--- src/rtl/xo_dac_spi_ctrl.sv ---
// SPI write sequencer for the XO trim DAC: mode 0, MSB-first, with nCs setup/hold/gap timing.
// Optional shadow of the last completed word behind XO_DAC_SPI_CTRL_SHADOW_EN.
module xo_dac_spi_ctrl #(
  parameter int WIDTH    = 24,
  parameter int CLKDIV   = 4,
  parameter int CS_SETUP = 2,
  parameter int CS_HOLD  = 2,
  parameter int GAP      = 4
) (
  input  logic             clk,
  input  logic             rst_n,
  input  logic [WIDTH-1:0] wr_data,
  input  logic             wr_valid,
  output logic             wr_ready,
  output logic             busy,
  output logic             done,
  output logic             ncs_xo,
  output logic             sck,
  output logic             mosi
`ifdef XO_DAC_SPI_CTRL_SHADOW_EN
  ,
  output logic [WIDTH-1:0] last_word
`endif
);

  localparam int CMAX_A = (CLKDIV > CS_SETUP) ? CLKDIV : CS_SETUP;
  localparam int CMAX_B = (CS_HOLD > GAP) ? CS_HOLD : GAP;
  localparam int CMAX   = (CMAX_A > CMAX_B) ? CMAX_A : CMAX_B;
  localparam int CW     = (CMAX > 1) ? $clog2(CMAX) : 1;
  localparam int BW     = (WIDTH > 1) ? $clog2(WIDTH) : 1;

  typedef enum logic [2:0] {S_IDLE, S_SETUP, S_SHIFT, S_HOLD, S_GAP} state_t;

  state_t           state;
  logic [CW-1:0]    cnt;
  logic [BW-1:0]    bit_cnt;
  logic [WIDTH-1:0] shreg;
  logic [WIDTH-1:0] shreg_sh;

  assign shreg_sh = shreg << 1;

`ifdef XO_DAC_SPI_CTRL_SHADOW_EN
  logic [WIDTH-1:0] word_q;
`endif

  // Outputs are registered together with the state, so they change on the transition edge.
  always_ff @(posedge clk) begin
    if (!rst_n) begin
      state    <= S_IDLE;
      cnt      <= '0;
      bit_cnt  <= '0;
      shreg    <= '0;
      wr_ready <= 1'b1;
      busy     <= 1'b0;
      done     <= 1'b0;
      ncs_xo   <= 1'b1;
      sck      <= 1'b0;
      mosi     <= 1'b0;
`ifdef XO_DAC_SPI_CTRL_SHADOW_EN
      word_q    <= '0;
      last_word <= '0;
`endif
    end else begin
      done <= 1'b0;
      case (state)
        S_IDLE: begin
          if (wr_valid) begin
            state    <= S_SETUP;
            cnt      <= CW'(CS_SETUP - 1);
            bit_cnt  <= BW'(WIDTH - 1);
            shreg    <= wr_data;
            mosi     <= wr_data[WIDTH-1];
            ncs_xo   <= 1'b0;
            wr_ready <= 1'b0;
            busy     <= 1'b1;
`ifdef XO_DAC_SPI_CTRL_SHADOW_EN
            word_q   <= wr_data;
`endif
          end
        end
        S_SETUP: begin
          if (cnt == '0) begin
            state <= S_SHIFT;
            cnt   <= CW'(CLKDIV - 1);
          end else begin
            cnt <= cnt - 1'b1;
          end
        end
        S_SHIFT: begin
          if (cnt != '0) begin
            cnt <= cnt - 1'b1;
          end else if (!sck) begin
            sck <= 1'b1;
            cnt <= CW'(CLKDIV - 1);
          end else begin
            // Falling edge: advance to the next bit, or leave after the last one.
            sck <= 1'b0;
            if (bit_cnt == '0) begin
              state <= S_HOLD;
              cnt   <= CW'(CS_HOLD - 1);
            end else begin
              bit_cnt <= bit_cnt - 1'b1;
              shreg   <= shreg_sh;
              mosi    <= shreg_sh[WIDTH-1];
              cnt     <= CW'(CLKDIV - 1);
            end
          end
        end
        S_HOLD: begin
          if (cnt == '0) begin
            state  <= S_GAP;
            cnt    <= CW'(GAP - 1);
            ncs_xo <= 1'b1;
            mosi   <= 1'b0;
            done   <= 1'b1;
`ifdef XO_DAC_SPI_CTRL_SHADOW_EN
            last_word <= word_q;
`endif
          end else begin
            cnt <= cnt - 1'b1;
          end
        end
        S_GAP: begin
          if (cnt == '0) begin
            state    <= S_IDLE;
            wr_ready <= 1'b1;
            busy     <= 1'b0;
          end else begin
            cnt <= cnt - 1'b1;
          end
        end
        default: begin
          state    <= S_IDLE;
          wr_ready <= 1'b1;
          busy     <= 1'b0;
          ncs_xo   <= 1'b1;
          sck      <= 1'b0;
          mosi     <= 1'b0;
        end
      endcase
    end
  end

endmodule

--- config.mk ---
export PLATFORM = sky130hd
export DESIGN_NAME = xo_dac_spi_ctrl
export DESIGN_NICKNAME = d
export VERILOG_FILES = /design/src/rtl/xo_dac_spi_ctrl.sv
export SDC_FILE = /design/constraint.sdc
export NUM_CORES = 1
export LEC_CHECK = 0
export ABC_AREA = 1
export ABC_CLOCK_PERIOD_IN_PS = 3300
export CAP_MARGIN = 10
export CORE_MARGIN = 1.5
export CORE_UTILIZATION = 58
export CTS_CLUSTER_DIAMETER = 60
export DETAILED_ROUTE_END_ITERATION = 7
export PLACE_DENSITY = 0.85
export RECOVER_POWER = 100
export SLEW_MARGIN = 20
export SYNTH_ARGS = -nofsm -noshare
export SYNTH_HDL_FRONTEND = slang
export SYNTH_SLANG_ARGS = --single-unit
--- constraint.sdc ---
create_clock -name clk -period 3.3 [get_ports clk]
set_clock_uncertainty 0.1 [all_clocks]
set_input_delay 0.33 -clock clk [delete_from_list [all_inputs] [get_ports clk]]
set_output_delay 0.33 -clock clk [all_outputs]
set_load 0.01 [all_outputs]
==> reports/summary.txt, run 1 <==
Seq/Total Area, Yosys - 0.356
WS Path Type - register to register
reg2reg end - shreg[13]$_SDFFE_PN0P_
Reg clk slew, reported paths - 80 ps
routed vias - 1,968
Min-Delay Path Depth - 2
CP startpoint kind - register
Yosys cell types - 32
chip height - 64.5 um
fin crit share - 0.754
Min-Delay Endpoint - ncs_xo$_SDFFE_PN1P_
GPL Wtd Cong - 0.865
GRT overflow - 0
crit-path max FO - 32
status - complete, no violations
H-tree depth - 2
largest area contributor in the netlist - dfxtp_1
Worst Hold Class - register to register
Root Driver - clkbuf_8
Layout Nets - 374
Post-DP HPWL - 2800 um
Final ANT Viol Nets - 0
final-report hold violation count - 0
pin count of the biggest net entering global routing - 33
width of the die - 64.5 um
DRC - 0
syn_nets - 346
Diodes inserted - 0
CP peak stage delay - 1000 ps
Post-Route WL - 4180 um
worst hold start - ncs_xo$_SDFFE_PN1P_
number of buffers created by CTS - 5
starting density of the core - 0.604
Post-Layout Cell Count - 394
worst-margin pin slew - 1270 ps
CP Capture Type - register
average routed wire per standard cell - 10.6 um
row cnt - 22
clock sink total - 39
Final setup viols - 0
area of the die - 4160 um2
number of synthesized register bits - 39
initial drt markers - 125
first-pass GRT wire length - 7690 um
standby leakage power - 1.15 nW
relative slew slack - 0.152
core area - 3630 um2
fmax - 0.402 GHz
top-area cell type share of the netlist area - 0.356
power density over the cells - 864 nW/um2
final slew viol count - 0
port buffer count - 32
worst reg-to-reg path cell count - 7
Mapped Cells - 317
synth warn - 0
number of buffers inserted by post-CTS setup repair - 0
Area growth, synth to finish - 15.2%
setup TNS - 0 ps
vias in the first global route - 1,848
r2r setup slk - 810 ps
CTS tree - done
vias per cell - 4.99
Post-Place Cells - 386
IO Count - 33
Resize count post-CTS - 0
top_reg_cell synth - dfxtp_1
ys async rst share - 0
number of flops mapped to enable cells by yosys - 0
Crit path top cell by count - nand2_1
r2r startpoint - state[1]$_SDFFE_PN0P_
critical path's slowest cell - nor2_2
worst-case clock buffer depth - 2
Post-Syn Area - 2190 um2
Syn Area/Cell - 6.92 um2
Worst Path Arrival - 2560 ps
clk_lat worst skew - 300 ps
CTS Hold Buffers Added - 0
initial antenna violation count - 0
CP Cell Sequence - inv_1, nor2_2, nand2_1, nand2_4, nor2_4, nand2_1, a21oi_1
layout cells sized above 1 - 0.139
Max IR drop VDD - 0.444 mV
CP required - 3370 ps
drt first pass iters - 4
Max-Cap Viols - 0
fin crit period - 2490 ps
total track usage - 0.236
Synth area leaders - dfxtp_1 36%, nand2_1 23%, a21oi_2 8.4%
unrepaired setup endpoints after global routing - false
==> cells by family (layout without fill, tap and decap cells) <==
family | count (synthesis) | count (layout) | share of synthesized area
AOI/OAI and AO/OA | 44 | 44 | 0.145
xor gates and xnor gates | 3 | 3 | 0.0120
adders and majority gates | 2 | 2 | 0.0114
buffers and inverters | 32 | 61 | 0.0781
DFF | 39 | 39 | 0.356
and+or+nand+nor | 197 | 197 | 0.398
==> power by group <==
group / switching (mW) / leakage [nW] / total [mW] / internal, mW
Sequential: 0.111 / 0.321 / 0.744 / 0.634
Clock: 0.164 / 0.0515 / 0.355 / 0.191
Combinational: 0.695 / 0.773 / 1.08 / 0.389
Total: 0.970 / 1.15 / 2.18 / 1.21
==> worst max-delay path: cells and delay by family, from the launching register on <==
family	cells	cell delay [ps]
AO/OA/AOI/OAI	1	60
buffers and inverters	1	160
flip-flops	1	440
AND/OR/NAND/NOR	5	1590
==> sequential cells by signal, indices dropped and copies added (netlist names) <==
register,count
ncs_xo,1
wr_ready,1
state,3
bit_cnt,5
cnt,2
sck,1
busy,1
shreg,23
done,1
mosi,1
==> placed cells by master, fill, tap and decap left out <==
cell type,netlist,routed
a21oi_2,21,9
inv_1,17,17
o21ai_0,4,4
nand3_4,1,1
ha_1,2,2
dfxtp_1,39,39
dlygate4sd3_1,0,7
nor2_1,25,25
nand2_4,3,3
nand4_1,1,1
xor2_1,2,2
nor3_1,2,2
xnor2_1,1,1
clkbuf_8,0,7
nor2_2,1,2
a211oi_1,2,2
a21oi_1,12,24
nor2_4,2,2
o21a_1,2,2
clkbuf_1,3,1
o21ai_2,1,1
nand2_1,135,135
nand3_1,6,6
inv_2,2,2
clkdlybuf4s50_1,0,25
buf_4,2,1
o21bai_1,1,1
o211ai_1,1,1
nand2_2,20,20
clkinv_1,1,1
==> per-stage QoR <==
step | instance area (um2) | hold WS (ps) | setup WS (ps) | util | power, mW
global placement | 2480 | 348 | 1270 | 0.684 | 1.88
CTS | 2580 | 367 | 1260 | 0.711 | 2.26
floorplan | 2190 | 345 | 1720 | - | 1.76
detailed placement | 2480 | 356 | 1240 | 0.684 | 1.90
global route | 2530 | 385 | 537 | 0.695 | 2.40
finish | 2530 | 364 | 812 | 0.695 | 2.18
==> how the worst max path moves through the flow <==
| stage | start | end | slack, ps | depth (start not counted) |
|---|---|---|---|---|
| after global placement | rst_n | sck$_SDFFE_PN0P_ | 1270 | 4 |
| final | state[1]$_SDFFE_PN0P_ | shreg[13]$_SDFFE_PN0P_ | 810 | 7 |
| after CTS | state[1]$_SDFFE_PN0P_ | shreg[13]$_SDFFE_PN0P_ | 1260 | 7 |
| after detailed placement | rst_n | sck$_SDFFE_PN0P_ | 1240 | 4 |
| after global routing | state[1]$_SDFFE_PN0P_ | shreg[2]$_SDFFE_PN0P_ | 540 | 7 |
| after floorplan | cnt[0]$_SDFFE_PN0P_ | shreg[16]$_SDFFE_PN0P_ | 1720 | 9 |
==> metal layers <==
layer / track usage / vias to the layer above / part of all wire
met5: 0 / - / 0
met1: 0.292 / 871 / 0.47
met4: 0.114 / 0 / 0.013
li1: - / 1045 / -
met3: 0.0469 / 5 / 0.048
met2: 0.392 / 47 / 0.47
==> Yosys cell counts (2+ instances only) <==
library cell / instances
nand2_1: 135
dfxtp_1: 39
nor2_1: 25
a21oi_2: 21
nand2_2: 20
inv_1: 17
a21oi_1: 12
nand3_1: 6
o21ai_0: 4
buf_2: 3
clkbuf_1: 3
nand2_4: 3
a211oi_1: 2
buf_12: 2
buf_4: 2
ha_1: 2
inv_2: 2
nor2_4: 2
nor3_1: 2
o21a_1: 2
xor2_1: 2
==> layout make-up <==
type,instances,area [um2]
sequential,39,781
fill,356,1110
timing repair buffer,33,328
tap,48,60.1
clock buffer,8,100
multi-input combinational,246,1180
inverter,20,75.1
(Power assumes the default switching activity.)
==> run 2, diff against run 1 <==
ABC_CLOCK_PERIOD_IN_PS = 2100   (was 3300)
CORE_UTILIZATION = 49   (was 58)
PLACE_DENSITY = 0.76   (was 0.85)
clock period = 2.1 ns   (was 3.3 ns; I/O delays follow)
==> reports/summary.txt, run 2 (synthesis results as in run 1) <==
status - complete, no violations (unchanged)
Final ANT Viol Nets - 0 (unchanged)
number of buffers inserted by post-CTS setup repair - 0 (unchanged)
CP Cell Sequence - nor2_4, nand2_4, a21oi_1, nor2_2, nand2_4, nand2_1, a21oi_2 (was inv_1, nor2_2, nand2_1, nand2_4, nor2_4, nand2_1, a21oi_1)
r2r setup slk - 220 ps (was 810 ps)
clk_lat worst skew - 300 ps (about the same)
Core Util, Final - 0.591 (was 0.695)
Worst Hold Class - register to register (unchanged)
setup TNS - 0 ps (unchanged)
clock sink total - 39 (unchanged)
Max-Cap Viols - 0 (unchanged)
Pwr Total - 3.41 mW (was 2.18 mW)
Min-Delay Endpoint - shreg[5]$_SDFFE_PN0P_ (was ncs_xo$_SDFFE_PN1P_)
number of buffers created by CTS - 5 (unchanged)
initial drt markers - 245 (was 125)
CTS Hold Buffers Added - 0 (unchanged)
area of the die - 4890 um2 (was 4160 um2)
standby leakage power - 1.15 nW (about the same)
initial antenna violation count - 0 (unchanged)
DRC - 0 (unchanged)
chip height - 69.9 um (was 64.5 um)
Top reg by flops - shreg (unchanged)
Post-DP HPWL - 3050 um (was 2800 um)
CP required - 2230 ps (was 3370 ps)
worst path buffer plus inverter count - 0 (was 1)
total track usage - 0.188 (was 0.236)
core area - 4320 um2 (was 3630 um2)
average routed wire per standard cell - 10.8 um (was 10.6 um)
Diodes inserted - 0 (unchanged)
H-tree depth - 2 (unchanged)
reg2reg end - shreg[16]$_SDFFE_PN0P_ (was shreg[13]$_SDFFE_PN0P_)
CP startpoint - state[2]$_SDFFE_PN0P_ (was state[1]$_SDFFE_PN0P_)
power density over the cells - 1340 nW/um2 (was 864 nW/um2)
row cnt - 24 (was 22)
drt first pass iters - 4 (unchanged)
IO Count - 33 (unchanged)
CP peak stage delay - 400 ps (was 1000 ps)
Worst Path Arrival - 2010 ps (was 2560 ps)
Max IR drop VDD - 0.592 mV (was 0.444 mV)
Hold Slack - 366 ps (was 364 ps)
fin crit share - 0.895 (was 0.754)
commonest non-fill, non-tap cell in the layout - nand2_1 (unchanged)
Top Registers - shreg x23, bit_cnt x5, state x3 (unchanged)
family with the most delay on the worst path - simple AND/OR/NAND/NOR gates (unchanged)
critical path's slowest cell - dfxtp_1 (was nor2_2)
starting density of the core - 0.507 (was 0.604)
pin count of the biggest net entering global routing - 29 (was 33)
worst-case clock buffer depth - 2 (unchanged)
Root Driver - clkbuf_8 (unchanged)
port buffer count - 32 (unchanged)
fin crit period - 1880 ps (was 2490 ps)
crit-path max FO - 28 (was 32)
Resize count post-CTS - 0 (unchanged)
worst-margin pin slew - 396 ps (was 1270 ps)
fmax - 0.532 GHz (was 0.402 GHz)
Crit path top cell by count - nand2_4 (was nand2_1)
Min-Delay Path Depth - 2 (unchanged)
vias per cell - 4.88 (was 4.99)
r2r startpoint - state[2]$_SDFFE_PN0P_ (was state[1]$_SDFFE_PN0P_)
layout cells sized above 1 - 0.138 (was 0.139)
width of the die - 69.9 um (was 64.5 um)
CTS tree - done (unchanged)
Final setup viols - 0 (unchanged)
GRT overflow - 0 (unchanged)
final slew viol count - 0 (unchanged)
Post-Route WL - 4320 um (was 4180 um)
vias in the first global route - 1,687 (was 1,848)
WS Path Type - register to register (unchanged)
unrepaired setup endpoints after global routing - false (unchanged)
most frequent cells in the layout - 148 x nand2_1, 39 x dfxtp_1, 26 x clkdlybuf4s50_1 (was 135 x nand2_1, 39 x dfxtp_1, 25 x nor2_1, 25 x clkdlybuf4s50_1, 24 x a21oi_1)
GPL Wtd Cong - 0.954 (was 0.865)
final instance area - 2550 um2 (was 2530 um2)
final-report hold violation count - 0 (unchanged)
first-pass GRT wire length - 7360 um (was 7690 um)
Reg area - 781 um2 (unchanged)
Reg clk slew, reported paths - 80 ps (about the same)
routed vias - 1,958 (was 1,968)
CP Capture Type - register (unchanged)
Area growth, synth to finish - 16.5% (was 15.2%)
Layout Nets - 377 (was 374)
FILL cells - 432 (was 356)
dpl cell area - 2510 um2 (was 2480 um2)
worst hold start - shreg[5]$_SDFFE_PN0P_ (was ncs_xo$_SDFFE_PN1P_)
multi-input logic area - 1200 um2 (was 1180 um2)
worst reg-to-reg path cell count - 7 (unchanged)
max reg flops - 23 (unchanged)
CP startpoint kind - register (unchanged)
relative slew slack - 0.736 (was 0.152)
[run 2: final cells by class]
class | count | area share
Multi-Input combinational cell | 246 | 0.472
Sequential cell | 39 | 0.306
Clock buffer | 7 | 0.0299
Tap cell | 52 | 0.0255
Timing Repair Buffer | 36 | 0.136
Clock inverter | 1 | 0.00196
Inverter | 20 | 0.0294
[run 2: where the power goes]
| group | total, mW | internal [mW] | switching [mW] |
|---|---|---|---|
| registers | 1.16 | 0.995 | 0.162 |
| clock network | 0.500 | 0.233 | 0.267 |
| logic | 1.76 | 0.642 | 1.11 |
[run 2: routing by layer]
layer / up-vias / GRT usage / wire, um
met5: - / 0 / 0
li1: 1050 / - / -
met3: 6 / 0.0505 / 226
met2: 47 / 0.292 / 1950
met4: 0 / 0.0855 / 74
met1: 855 / 0.243 / 2070
[run 2: per-stage QoR]
stage	std cells	setup slack, ps
after global placement	393	283
after detailed placement	393	280
after floorplan	317	518
final	401	220
after global routing	401	95.8
after CTS	401	281
[run 2: worst max-delay path by stage]
stage / end / slack (ps) / cells after the start
finish: shreg[16]$_SDFFE_PN0P_ / 220 / 7
global route: shreg[18]$_SDFFE_PN0P_ / 100 / 7
CTS: shreg[1]$_SDFFE_PN0P_ / 280 / 7
detailed placement: shreg[1]$_SDFFE_PN0P_ / 280 / 8
global placement: shreg[3]$_SDFFE_PN0P_ / 280 / 8
floorplan: shreg[16]$_SDFFE_PN0P_ / 520 / 9
[run 2: worst reg2reg max path, stage by stage, from the launching register on]
cell	delay, ps
dfxtp_1	400
nor2_4	250
nand2_4	180
a21oi_1	240
nor2_2	80
nand2_4	280
nand2_1	130
a21oi_2	150
